`src/rtl/pc_gen_pkg.sv`:
```
// Shared definitions for the pc_gen program-counter block: FSM states,
// RV32I branch funct3 codes and default reset/trap vectors.
// Optional compressed-instruction support is selected with PC_GEN_RVC_EN.
package pc_gen_pkg;

   typedef enum logic [1:0] {
      BOOT = 2'd0,
      RUN  = 2'd1,
      TRAP = 2'd2
   } state_t;

   localparam logic [2:0] BEQ  = 3'b000;
   localparam logic [2:0] BNE  = 3'b001;
   localparam logic [2:0] BLT  = 3'b100;
   localparam logic [2:0] BGE  = 3'b101;
   localparam logic [2:0] BLTU = 3'b110;
   localparam logic [2:0] BGEU = 3'b111;

   localparam int          DEFAULT_XLEN      = 32;
   localparam logic [31:0] DEFAULT_RESET_VEC = 32'h0000_0000;
   localparam logic [31:0] DEFAULT_TRAP_VEC  = 32'h0000_0100;

endpackage

```
`src/rtl/pc_gen_if.sv`:
```
// Bundle of decode-side controls and fetch-side outputs of pc_gen.
// The master modport is the pc_gen view; slave is the decode/fetch view.
// With PC_GEN_RVC_EN defined an instr_half signal is added.
interface pc_gen_if #(
   parameter int XLEN = 32
);

`ifdef PC_GEN_RVC_EN
   logic            instr_half;
`endif
   logic            stall;
   logic            fetch_ready;
   logic            instr_valid;
   logic            branch;
   logic            jump;
   logic            jalr;
   logic [2:0]      branch_op;
   logic [XLEN-1:0] rs1_data;
   logic [XLEN-1:0] rs2_data;
   logic [XLEN-1:0] imm;
   logic [XLEN-1:0] pc;
   logic [XLEN-1:0] pc_plus;
   logic            fetch_valid;
   logic            misaligned;
   logic [XLEN-1:0] bad_addr;

   modport master (
`ifdef PC_GEN_RVC_EN
      input  instr_half,
`endif
      input  stall,
      input  fetch_ready,
      input  instr_valid,
      input  branch,
      input  jump,
      input  jalr,
      input  branch_op,
      input  rs1_data,
      input  rs2_data,
      input  imm,
      output pc,
      output pc_plus,
      output fetch_valid,
      output misaligned,
      output bad_addr
   );

   modport slave (
`ifdef PC_GEN_RVC_EN
      output instr_half,
`endif
      output stall,
      output fetch_ready,
      output instr_valid,
      output branch,
      output jump,
      output jalr,
      output branch_op,
      output rs1_data,
      output rs2_data,
      output imm,
      input  pc,
      input  pc_plus,
      input  fetch_valid,
      input  misaligned,
      input  bad_addr
   );

endinterface

```
`src/rtl/branch_cmp.sv`:
```
// Combinational RV32I branch condition evaluator. Kept standalone so the
// pipelined execute stage can reuse it unchanged.
module branch_cmp
   import pc_gen_pkg::*;
#(
   parameter int XLEN = DEFAULT_XLEN
) (
   input  logic [XLEN-1:0] rs1,
   input  logic [XLEN-1:0] rs2,
   input  logic [2:0]      branch_op,
   output logic            taken
);

   // Decode funct3 into a taken decision; reserved codes are never taken
   always_comb begin
      taken = 1'b0;
      case (branch_op)
         BEQ:     taken = (rs1 == rs2);
         BNE:     taken = (rs1 != rs2);
         BLT:     taken = ($signed(rs1) <  $signed(rs2));
         BGE:     taken = ($signed(rs1) >= $signed(rs2));
         BLTU:    taken = (rs1 <  rs2);
         BGEU:    taken = (rs1 >= rs2);
         default: taken = 1'b0;
      endcase
   end

endmodule

```
`src/rtl/pc_gen.sv`:
```
// Program counter generator for the RV32I core: picks sequential, branch,
// jal or jalr next-PC, holds on stall or when fetch is not ready, and
// redirects misaligned control-flow targets to a trap vector.
// Define PC_GEN_RVC_EN for 16-bit instruction support (2-byte step,
// only bit0 checked for alignment).
module pc_gen
   import pc_gen_pkg::*;
#(
   parameter int              XLEN      = DEFAULT_XLEN,
   parameter logic [XLEN-1:0] RESET_VEC = XLEN'(DEFAULT_RESET_VEC),
   parameter logic [XLEN-1:0] TRAP_VEC  = XLEN'(DEFAULT_TRAP_VEC)
) (
   input  logic     clk,
   input  logic     rst,
   pc_gen_if.master bus
);

   state_t          state;
   logic [XLEN-1:0] pc_q;
   logic [XLEN-1:0] bad_q;
   logic            fv_q;
   logic            mis_q;

   logic            taken;
   logic [XLEN-1:0] step;
   logic [XLEN-1:0] seq_pc;
   logic [XLEN-1:0] rel_target;
   logic [XLEN-1:0] jalr_sum;
   logic [XLEN-1:0] jalr_target;
   logic [XLEN-1:0] target;
   logic            use_jalr;
   logic            use_jump;
   logic            use_branch;
   logic            redirect;
   logic            bad_align;
   logic            adv;

   branch_cmp #(.XLEN(XLEN)) u_branch_cmp (
      .rs1       (bus.rs1_data),
      .rs2       (bus.rs2_data),
      .branch_op (bus.branch_op),
      .taken     (taken)
   );

   // Sequential step size: 2 for a compressed instruction, otherwise 4
   always_comb begin
      step = XLEN'(4);
`ifdef PC_GEN_RVC_EN
      if (bus.instr_half) begin
         step = XLEN'(2);
      end
`endif
   end

   // Next-PC selection with jalr > jal > taken branch > sequential priority
   always_comb begin
      use_jalr    = bus.instr_valid & bus.jalr;
      use_jump    = bus.instr_valid & bus.jump;
      use_branch  = bus.instr_valid & bus.branch & taken;
      redirect    = use_jalr | use_jump | use_branch;
      seq_pc      = pc_q + step;
      rel_target  = pc_q + bus.imm;
      jalr_sum    = bus.rs1_data + bus.imm;
      jalr_target = jalr_sum & ~{{(XLEN-1){1'b0}}, 1'b1};
      if (use_jalr) begin
         target = jalr_target;
      end else if (use_jump | use_branch) begin
         target = rel_target;
      end else begin
         target = seq_pc;
      end
`ifdef PC_GEN_RVC_EN
      bad_align = redirect & target[0];
`else
      bad_align = redirect & target[1];
`endif
      adv = (state == RUN) & bus.fetch_ready & ~bus.stall;
   end

   // Fetch FSM: one idle cycle after reset and after a trap, then run
   always_ff @(posedge clk) begin
      if (rst) begin
         state <= BOOT;
         pc_q  <= RESET_VEC;
         bad_q <= '0;
         fv_q  <= 1'b0;
         mis_q <= 1'b0;
      end else begin
         mis_q <= 1'b0;
         case (state)
            BOOT: begin
               state <= RUN;
               fv_q  <= 1'b1;
            end
            RUN: begin
               if (adv) begin
                  if (bad_align) begin
                     state <= TRAP;
                     pc_q  <= TRAP_VEC;
                     bad_q <= target;
                     mis_q <= 1'b1;
                     fv_q  <= 1'b0;
                  end else begin
                     pc_q  <= target;
                  end
               end
            end
            TRAP: begin
               state <= RUN;
               fv_q  <= 1'b1;
            end
            default: begin
               state <= BOOT;
               fv_q  <= 1'b0;
            end
         endcase
      end
   end

   assign bus.pc          = pc_q;
   assign bus.pc_plus     = seq_pc;
   assign bus.fetch_valid = fv_q;
   assign bus.misaligned  = mis_q;
   assign bus.bad_addr    = bad_q;

endmodule

```
`src/flat_wrapper.sv`:
```
// flat-port wrapper written by rule: the top's interface ports become plain ports
module pc_gen_flat import pc_gen_pkg::*;
#(
   parameter int              XLEN      = DEFAULT_XLEN,
   parameter logic [XLEN-1:0] RESET_VEC = XLEN'(DEFAULT_RESET_VEC),
   parameter logic [XLEN-1:0] TRAP_VEC  = XLEN'(DEFAULT_TRAP_VEC)
)
  (clk, rst, bus_stall, bus_fetch_ready, bus_instr_valid, bus_branch, bus_jump, bus_jalr, bus_branch_op, bus_rs1_data, bus_rs2_data, bus_imm, bus_pc, bus_pc_plus, bus_fetch_valid, bus_misaligned, bus_bad_addr);
  pc_gen_if #(.XLEN(XLEN)) bus_i ();
  input  logic clk;
  input  logic rst;
  input wire logic [$bits(bus_i.stall)-1:0] bus_stall;
  input wire logic [$bits(bus_i.fetch_ready)-1:0] bus_fetch_ready;
  input wire logic [$bits(bus_i.instr_valid)-1:0] bus_instr_valid;
  input wire logic [$bits(bus_i.branch)-1:0] bus_branch;
  input wire logic [$bits(bus_i.jump)-1:0] bus_jump;
  input wire logic [$bits(bus_i.jalr)-1:0] bus_jalr;
  input wire logic [$bits(bus_i.branch_op)-1:0] bus_branch_op;
  input wire logic [$bits(bus_i.rs1_data)-1:0] bus_rs1_data;
  input wire logic [$bits(bus_i.rs2_data)-1:0] bus_rs2_data;
  input wire logic [$bits(bus_i.imm)-1:0] bus_imm;
  output wire logic [$bits(bus_i.pc)-1:0] bus_pc;
  output wire logic [$bits(bus_i.pc_plus)-1:0] bus_pc_plus;
  output wire logic [$bits(bus_i.fetch_valid)-1:0] bus_fetch_valid;
  output wire logic [$bits(bus_i.misaligned)-1:0] bus_misaligned;
  output wire logic [$bits(bus_i.bad_addr)-1:0] bus_bad_addr;
  assign bus_i.stall = bus_stall;
  assign bus_i.fetch_ready = bus_fetch_ready;
  assign bus_i.instr_valid = bus_instr_valid;
  assign bus_i.branch = bus_branch;
  assign bus_i.jump = bus_jump;
  assign bus_i.jalr = bus_jalr;
  assign bus_i.branch_op = bus_branch_op;
  assign bus_i.rs1_data = bus_rs1_data;
  assign bus_i.rs2_data = bus_rs2_data;
  assign bus_i.imm = bus_imm;
  assign bus_pc = bus_i.pc;
  assign bus_pc_plus = bus_i.pc_plus;
  assign bus_fetch_valid = bus_i.fetch_valid;
  assign bus_misaligned = bus_i.misaligned;
  assign bus_bad_addr = bus_i.bad_addr;
  pc_gen #(.XLEN(XLEN), .RESET_VEC(RESET_VEC), .TRAP_VEC(TRAP_VEC)) u_core (.clk(clk), .rst(rst), .bus(bus_i));
endmodule
```
`config.mk`:
```
export PLATFORM = sky130hd
export DESIGN_NAME = pc_gen_flat
export DESIGN_NICKNAME = d
export VERILOG_FILES = /design/src/rtl/pc_gen_pkg.sv /design/src/rtl/pc_gen_if.sv /design/src/rtl/branch_cmp.sv /design/src/rtl/pc_gen.sv /design/src/flat_wrapper.sv
export SDC_FILE = /design/constraint.sdc
export NUM_CORES = 1
export LEC_CHECK = 0
export CORE_ASPECT_RATIO = 0.7
export CORE_MARGIN = 5
export CORE_UTILIZATION = 45
export DETAILED_ROUTE_END_ITERATION = 10
export PLACE_DENSITY = 0.75
export REMOVE_ABC_BUFFERS = 1
export SETUP_SLACK_MARGIN = 0.4
export SYNTH_ARGS = -nofsm -noshare
export SYNTH_HDL_FRONTEND = slang
export SYNTH_SLANG_ARGS = --single-unit
export TNS_END_PERCENT = 5
```
`constraint.sdc`:
```
create_clock -name clk -period 9.3 [get_ports clk]
set_input_delay 1.395 -clock clk [delete_from_list [all_inputs] [get_ports clk]]
set_output_delay 1.395 -clock clk [all_outputs]
set_load 0.1 [all_outputs]
```
==> reports/metrics.cfg, run 1 <==
[grt]
vias_in_the_first_global_route = 8143
number_of_antenna_violations_at_the_first_check_in_global_routing = 2
grt_start_max_net_pins = 47
final_global_route_overflow_total = 0
grt_first_pass_wirelength_um = 45000
global_route_usage_over_all_layers_pct = 28.2

[routing]
drt_pre_antenna_iters = 6
drt_wirelength_um = 29300
post_drt_wl_per_cell_um = 20.4
route.detailed.drc = 0
drtAntennaViolNets = 0
route.vias.total = 8633
post_drt_via_cell_ratio = 6.02
first_iter_violations = 788

[power]
power.density_nw_per_um2 = 108
power.share.combinational_pct = 42.8
irDropWorstVdd_v = 0.0000836
netSwitchingFraction_pct = 41.2
internal_power_mw = 0.649
leakage_nw = 4.23
seqPwrFrac_pct = 27.6
netSwitchingPower_mw = 0.455
clkPwrFrac_pct = 29.5

[clocking]
post_cts.repair.setup_buffers = 0
htree_num_levels = 3
clock_buffer_depth = 2
cts_root_buf = sky130_fd_sc_hd__clkbuf_16
cts_inserted_buffers = 9
ctsHoldBuffers = 0
clkSlewWorstSetupHoldPaths_ps = 60
cts_tree = built
clk_lat_worst_skew_ps = 350
number_of_gates_given_a_new_drive_strength_after_cts = 0
cts_num_sinks = 67

[finish]
multi_input_comb_area_um2 = 5980
fin_util_pct = 60.0
stdcell_area_um2 = 10200
sequential_cell_area_um2 = 1340
fin_nets = 1401
filler_cell_count = 1584
antenna_cells_inserted = 0
drive_gt1_share_pct = 4.16
area_delta_synth_final_pct = 32.1

[timing]
min_period_over_period_pct = 56.9
transition_time_of_the_tightest_slew_check_pin_ps = 1210
setup_repair_after_global_routing_missed_its_margin = false
finalCriticalPeriod_ps = 5290
final.setup.tns_ps = 0
slew_violations = 0
max_freq_mhz = 189
final-hold-violation-count = 0
worst_case_headroom_to_the_max_slew_limit_pct = 19.3
clock-skew-final_ps = 7.90
final-setup-viol-count = 0

[run_status]
result_of_the_run = finished clean

[synthesis]
synthMuxAreaShare_pct = 3.21
synth_xor_xnor_area_share_pct = 9.20
synth.cell_area_um2 = 7710
sequential_area_share_after_synthesis_pct = 17.4
synth_top_family_by_area = compound AO/OA/AOI/OAI gates
number_of_register_bits_inferred_by_synthesis = 67
compound_gate_fraction_of_synth_area_pct = 28.5
fraction_of_the_mapped_netlist_area_in_adder_cells_pct = 15.8
synth_edf_count = 0
syn_area_per_cell_um2 = 7.59
yosys.area_share.simple_pct = 20.9
postSynthCellCount = 1015
ys_types = 81
postSynth.asyncResetShare_pct = 0
ys_warn_count = 0
dominantRegCellSynth = sky130_fd_sc_hd__dfxtp_1

[setup_path]
worst_ep_arrival_time_ps = 3890
setup.worst_path.end_class = output pin
worst_path_largest_cell_delay_ps = 1190
required_ps = 7910
kind_of_launch_point_of_the_worst_setup_path = register
path_buf_inv = 1
critical_path_fanouts_max = 7
worst_path_dominant_cell_family = simple AND/OR/NAND/NOR gates
timing.critical_path.slowest_stage_cell = sky130_fd_sc_hd__clkdlybuf4s50_1
cp_common_cell = sky130_fd_sc_hd__and3_1
crit_type = register to output pin
cp_cell_sequence = and3_1 -> and3_1 -> nand4_1 -> nor3_1 -> and2_1 -> nand3_1 -> xnor2_1 -> clkdlybuf4s50_1

[floorplan]
fp.dieArea_um2 = 19900
i_o_pin_count = 205
die-width_um = 166
core.rowCount = 40
core-area_um2 = 17000
floorplan.die.height_um = 119
floorplan.initialDensity_pct = 45.4

[place]
port_buffers = 204
routabilityCongestion = 0.962
detailedPlacementHpwl_um = 23400
placed_instance_area_um2 = 9910

[job]
cap_viol_max_count = 0

[hold_path]
worst_min_delay_path_category = register to register

==> tightest hold or removal path: stages (launching register included) <==
cell and delay, ps:
sky130_fd_sc_hd__dfxtp_1 310, sky130_fd_sc_hd__nand3_1 60, sky130_fd_sc_hd__o21ai_1 50
==> synth_stat cells (all sizes together) (3+ instances only) <==
library cell    n  share of area (%)
mux2            6               0.88
a211oi          9               0.88
or4             5               0.58
and3            9               0.73
o21a           15                1.5
nor2b          13                1.1
a211o           7               0.80
xnor2          47                5.3
o221ai         23                2.9
o21bai          8               0.78
o21ai          55                3.6
and2            8               0.65
clkbuf         25                1.2
dfxtp          67                 17
a31o            4               0.45
mux2i          18                2.3
nand3          48                3.1
ha             94                 15
a22oi           6               0.58
buf            14                1.2
nand2         110                5.4
o41ai          10                1.5
a221o           5               0.65
a31oi           6               0.49
nor4            3               0.24
o211ai         11                1.2
nor2           78                3.8
and4            3               0.34
a21oi          86                5.7
o31a            3               0.34
a21o           30                2.9
inv            53                2.6
a311oi          4               0.54
or3            11               0.89
o31ai           7               0.68
nand2b          5               0.41
a32oi           5               0.57
xor2           34                3.9
nor3           23                1.5
nand4          15                1.3
==> power groups by stage <==
stage | logic, mW | clock network [mW] | registers (mW)
after floorplan | 0.259 | 0 | 0.356
after global placement | 0.459 | 0 | 0.311
after detailed placement | 0.462 | 0 | 0.311
after CTS | 0.464 | 0.324 | 0.305
after global routing | 0.506 | 0.335 | 0.306
final | 0.473 | 0.326 | 0.305
==> worst paths after layout <==
| kind | from | end | slack [ps] | cells after the start |
|---|---|---|---|---|
| worst max-delay path | u_core.bus.pc[9] | bus_pc_plus[24] | 4010 | 8 |
| worst min-delay path | u_core.bus.bad_addr[8] | u_core.bus.bad_addr[8] | 460 | 2 |
| worst max register to register | u_core.bus.pc[0] | u_core.bus.pc[19] | 5670 | 9 |
| worst min register to register | u_core.bus.bad_addr[8] | u_core.bus.bad_addr[8] | 460 | 2 |
==> per-layer routing <==
layer | track usage [%] | part of all wire (%) | up-vias
met3 | 10.1 | 13 | 49
met2 | 39.6 | 40 | 492
met4 | 7.36 | 1.8 | 4
met5 | 0 | 0.092 | -
li1 | - | - | 4132
met1 | 40.6 | 45 | 3956
==> cell type report <==
class | count | share of cell area, %
clock inverters | 7 | 0.491
inverters | 54 | 1.99
multi-input cells | 855 | 58.7
well taps | 231 | 2.84
flip-flops and latches | 67 | 13.2
repair buffers | 211 | 20.6
clock buffers | 9 | 2.21
==> cells in the final DEF, fill, tap and decap left out, drive strengths merged, types with 5 or more instances in the layout <==
master	Yosys	final
a22oi	6	6
nor3	23	23
clkbuf	25	9
clkinv	1	6
o21bai	8	8
o221ai	23	23
a221o	5	5
mux2i	18	18
nand4	15	15
nor2	78	78
xnor2	47	47
o41ai	10	10
inv	53	55
and3	9	9
nor2b	13	13
o31ai	7	7
xor2	34	34
clkdlybuf4s50	0	204
nand2b	5	5
a32oi	5	5
a21o	30	30
or4	5	5
ha	94	94
a21oi	86	86
a211oi	9	9
nand3	48	48
mux2	6	6
a211o	7	7
o21ai	55	55
and2	8	8
buf	14	7
a31oi	6	6
or3	11	11
o21a	15	15
dfxtp	67	67
o211ai	11	11
nand2	110	110
==> flip-flops by register name, summed over array words and instances, names as in the netlist <==
signal and count:
u_core.bus.bad_addr 32, u_core.bus.misaligned 1, u_core.bus.pc 32, u_core.state 2
==> stage by stage <==
stage / instances / worst slack (ps) / hold WS, ps / power (mW)
final: 1434 / 4010 / 458 / 1.10
after global routing: 1434 / 3840 / 477 / 1.15
after CTS: 1434 / 4050 / 462 / 1.09
after detailed placement: 1418 / 3920 / 454 / 0.773
after global placement: 1418 / 3990 / 449 / 0.770
after floorplan: 976 / 3940 / 509 / 0.615
==> cell families (layout without fill, tap and decap cells) <==
family                     Yosys count  in the layout
buffers and inverters               93            281
xor gates and xnor gates            81             81
adders and majority gates           96             96
and+or+nand+nor                    339            339
muxes                               24             24
DFF                                 67             67
AOI/OAI and AO/OA                  315            315
No activity file was read; power rests on OpenSTA's default activity.
==> run 2, diff against run 1 <==
PLACE_DENSITY = 0.78   (was 0.75)
clock period = 4.6 ns   (was 9.3 ns; I/O delays follow)
==> reports/metrics.cfg, run 2 (synthesis results as in run 1) <==
[run_status]
result_of_the_run = finished clean

[routing]
drtAntennaViolNets = 0  ; unchanged
post_drt_wl_per_cell_um = 20.1  ; -1.7%
first_iter_violations = 911  ; +16%
route.detailed.drc = 0  ; unchanged
drt_wirelength_um = 29300  ; about the same
route.vias.total = 8758  ; +1.4%
drt_pre_antenna_iters = 5  ; -1
post_drt_via_cell_ratio = 6.00  ; -0.29%

[place]
detailedPlacementHpwl_um = 23700  ; +1.3%
routabilityCongestion = 0.992  ; +3.2%
port_buffers = 204  ; unchanged
placed_cell_count = 1443  ; +1.8%

[hold_path]
hold-path-cell-count = 2  ; unchanged
worst_min_delay_path_category = register to register

[clocking]
cts_inserted_buffers = 9  ; unchanged
clkSlewWorstSetupHoldPaths_ps = 60  ; about the same
cts_tree = built
number_of_gates_given_a_new_drive_strength_after_cts = 0  ; unchanged
clock_buffer_depth = 2  ; unchanged
cts_num_sinks = 67  ; unchanged
htree_num_levels = 3  ; unchanged
cts_root_buf = sky130_fd_sc_hd__clkbuf_16
post_cts.repair.setup_buffers = 0  ; unchanged
ctsHoldBuffers = 0  ; unchanged
clk_lat_worst_skew_ps = 340  ; about the same

[finish]
mostFrequentLayoutCells = 182 x sky130_fd_sc_hd__clkdlybuf4s50_1, 109 x sky130_fd_sc_hd__nand2_1, 94 x sky130_fd_sc_hd__ha_1
layout.cells.non_filler = 1459  ; +1.7%
antenna_cells_inserted = 0  ; unchanged
drive_gt1_share_pct = 8.14  ; +4.0 points
area_delta_synth_final_pct = 35.0
mostFrequentLayoutCell = sky130_fd_sc_hd__clkdlybuf4s50_1
fin_nets = 1426  ; +1.8%

[timing]
final-setup-viol-count = 0  ; unchanged
min_period_over_period_pct = 88.3
worst_case_headroom_to_the_max_slew_limit_pct = 29.6  ; +10 points
final.setup.tns_ps = 0  ; unchanged
clock-skew-final_ps = 5.24  ; -2.66 ps
finalCriticalPeriod_ps = 4060
final-hold-violation-count = 0  ; unchanged
setup_repair_after_global_routing_missed_its_margin = true
slew_violations = 0  ; unchanged
transition_time_of_the_tightest_slew_check_pin_ps = 1050  ; -153 ps
max_freq_mhz = 246
timing.hold.ws_ps = 463  ; +5.39 ps

[setup_path]
kind_of_launch_point_of_the_worst_setup_path = input pin
worst_ep_arrival_time_ps = 4290  ; +400 ps
setup.worst_path.end_class = register
crit_type = input pin to register
crit_cells = 14  ; +6
timing.critical_path.slowest_stage_cell = sky130_fd_sc_hd__clkdlybuf4s50_1
path_buf_inv = 3  ; +2
cp_cell_sequence = clkdlybuf4s50_1 -> inv_1 -> ha_1 -> a21oi_1 -> o21ai_0 -> a221o_1 -> o31a_1 -> nor3_1 -> mux2_4 -> a211o_1 -> buf_12 -> mux2_1 -> nor2b_1 -> a221o_1
required_ps = 4830  ; -3080 ps
worst_path_dominant_cell_family = compound AO/OA/AOI/OAI gates
worst_path_largest_cell_delay_ps = 450  ; -740 ps
cp_common_cell = sky130_fd_sc_hd__a221o_1
worst-r2r-cell-count = 11  ; +2
critical_path_fanouts_max = 17  ; +10

[floorplan]
floorplan.die.height_um = 119  ; unchanged
core.rowCount = 40  ; unchanged
fp.dieArea_um2 = 19900  ; unchanged
floorplan.initialDensity_pct = 45.4  ; unchanged
die-width_um = 166  ; unchanged
core-area_um2 = 17000  ; unchanged
i_o_pin_count = 205  ; unchanged

[grt]
vias_in_the_first_global_route = 8057  ; -1.1%
number_of_antenna_violations_at_the_first_check_in_global_routing = 0  ; -2
global_route_usage_over_all_layers_pct = 28.1  ; -0.080 points
final_global_route_overflow_total = 0  ; unchanged
grt_first_pass_wirelength_um = 44900  ; -0.26%
grt_start_max_net_pins = 31  ; -34%

[job]
cap_viol_max_count = 0  ; unchanged

[power]
power.density_nw_per_um2 = 222  ; +110%
leakage_nw = 4.43  ; +4.8%
irDropWorstVdd_v = 0.000181  ; +120%

run 2: metal layers:
metal	GRT usage (%)	wire [um]
met3	7.64	3790
met5	0	0
met1	41.7	13300
met2	39.7	11700
met4	7.56	601
run 2: worst reg2reg max path, cell delays in order, from the launching register on:
cell,delay (ps)
sky130_fd_sc_hd__dfxtp_1,440
sky130_fd_sc_hd__ha_1,290
sky130_fd_sc_hd__a211o_1,340
sky130_fd_sc_hd__a2111oi_1,500
sky130_fd_sc_hd__o31ai_1,220
sky130_fd_sc_hd__a211o_1,420
sky130_fd_sc_hd__a21oi_1,270
sky130_fd_sc_hd__o21bai_1,130
sky130_fd_sc_hd__xor2_1,160
sky130_fd_sc_hd__mux2_1,310
sky130_fd_sc_hd__nor2b_1,130
sky130_fd_sc_hd__a221o_1,250
run 2: worst paths after layout:
| path | startpoint | endpoint | slack [ps] |
|---|---|---|---|
| max reg2reg | u_core.bus.pc[1] | u_core.bus.pc[27] | 1040 |
| max | bus_rs2_data[7] | u_core.bus.pc[27] | 540 |
| min reg2reg | u_core.bus.bad_addr[9] | u_core.bus.bad_addr[9] | 460 |
| min | u_core.bus.bad_addr[9] | u_core.bus.bad_addr[9] | 460 |
run 2: stage by stage:
step	total power, mW	util (%)	worst slack, ps	area, um2
after floorplan	1.24	-	-420	7520
after global placement	1.57	59.4	214	10100
after detailed placement	1.58	59.4	143	10100
after CTS	2.29	61.2	474	10400
after global routing	2.40	61.3	387	10400
final	2.32	61.3	540	10400
run 2: report_power, final:
part | leakage [nW] | internal (mW) | switching (mW)
clock network | 0.151 | 0.424 | 0.291
logic | 3.74 | 0.365 | 0.618
registers | 0.541 | 0.594 | 0.0226
total | 4.43 | 1.38 | 0.932
run 2: cell type report:
| cell class | instances | area (um2) |
|---|---|---|
| inverter | 54 | 203 |
| fill | 1491 | 6560 |
| tap | 231 | 289 |
| sequential | 67 | 1340 |
| clock inverter | 7 | 77.6 |
| timing repair buffer | 236 | 2270 |
| clock buffer | 9 | 225 |
| multi-input combinational | 855 | 6000 |
==> run 3, diff against run 2 <==
CAP_MARGIN = 20   (was unset)
==> results of run 3 <==
The final DEF is identical to that of run 2; final timing and power are the same.
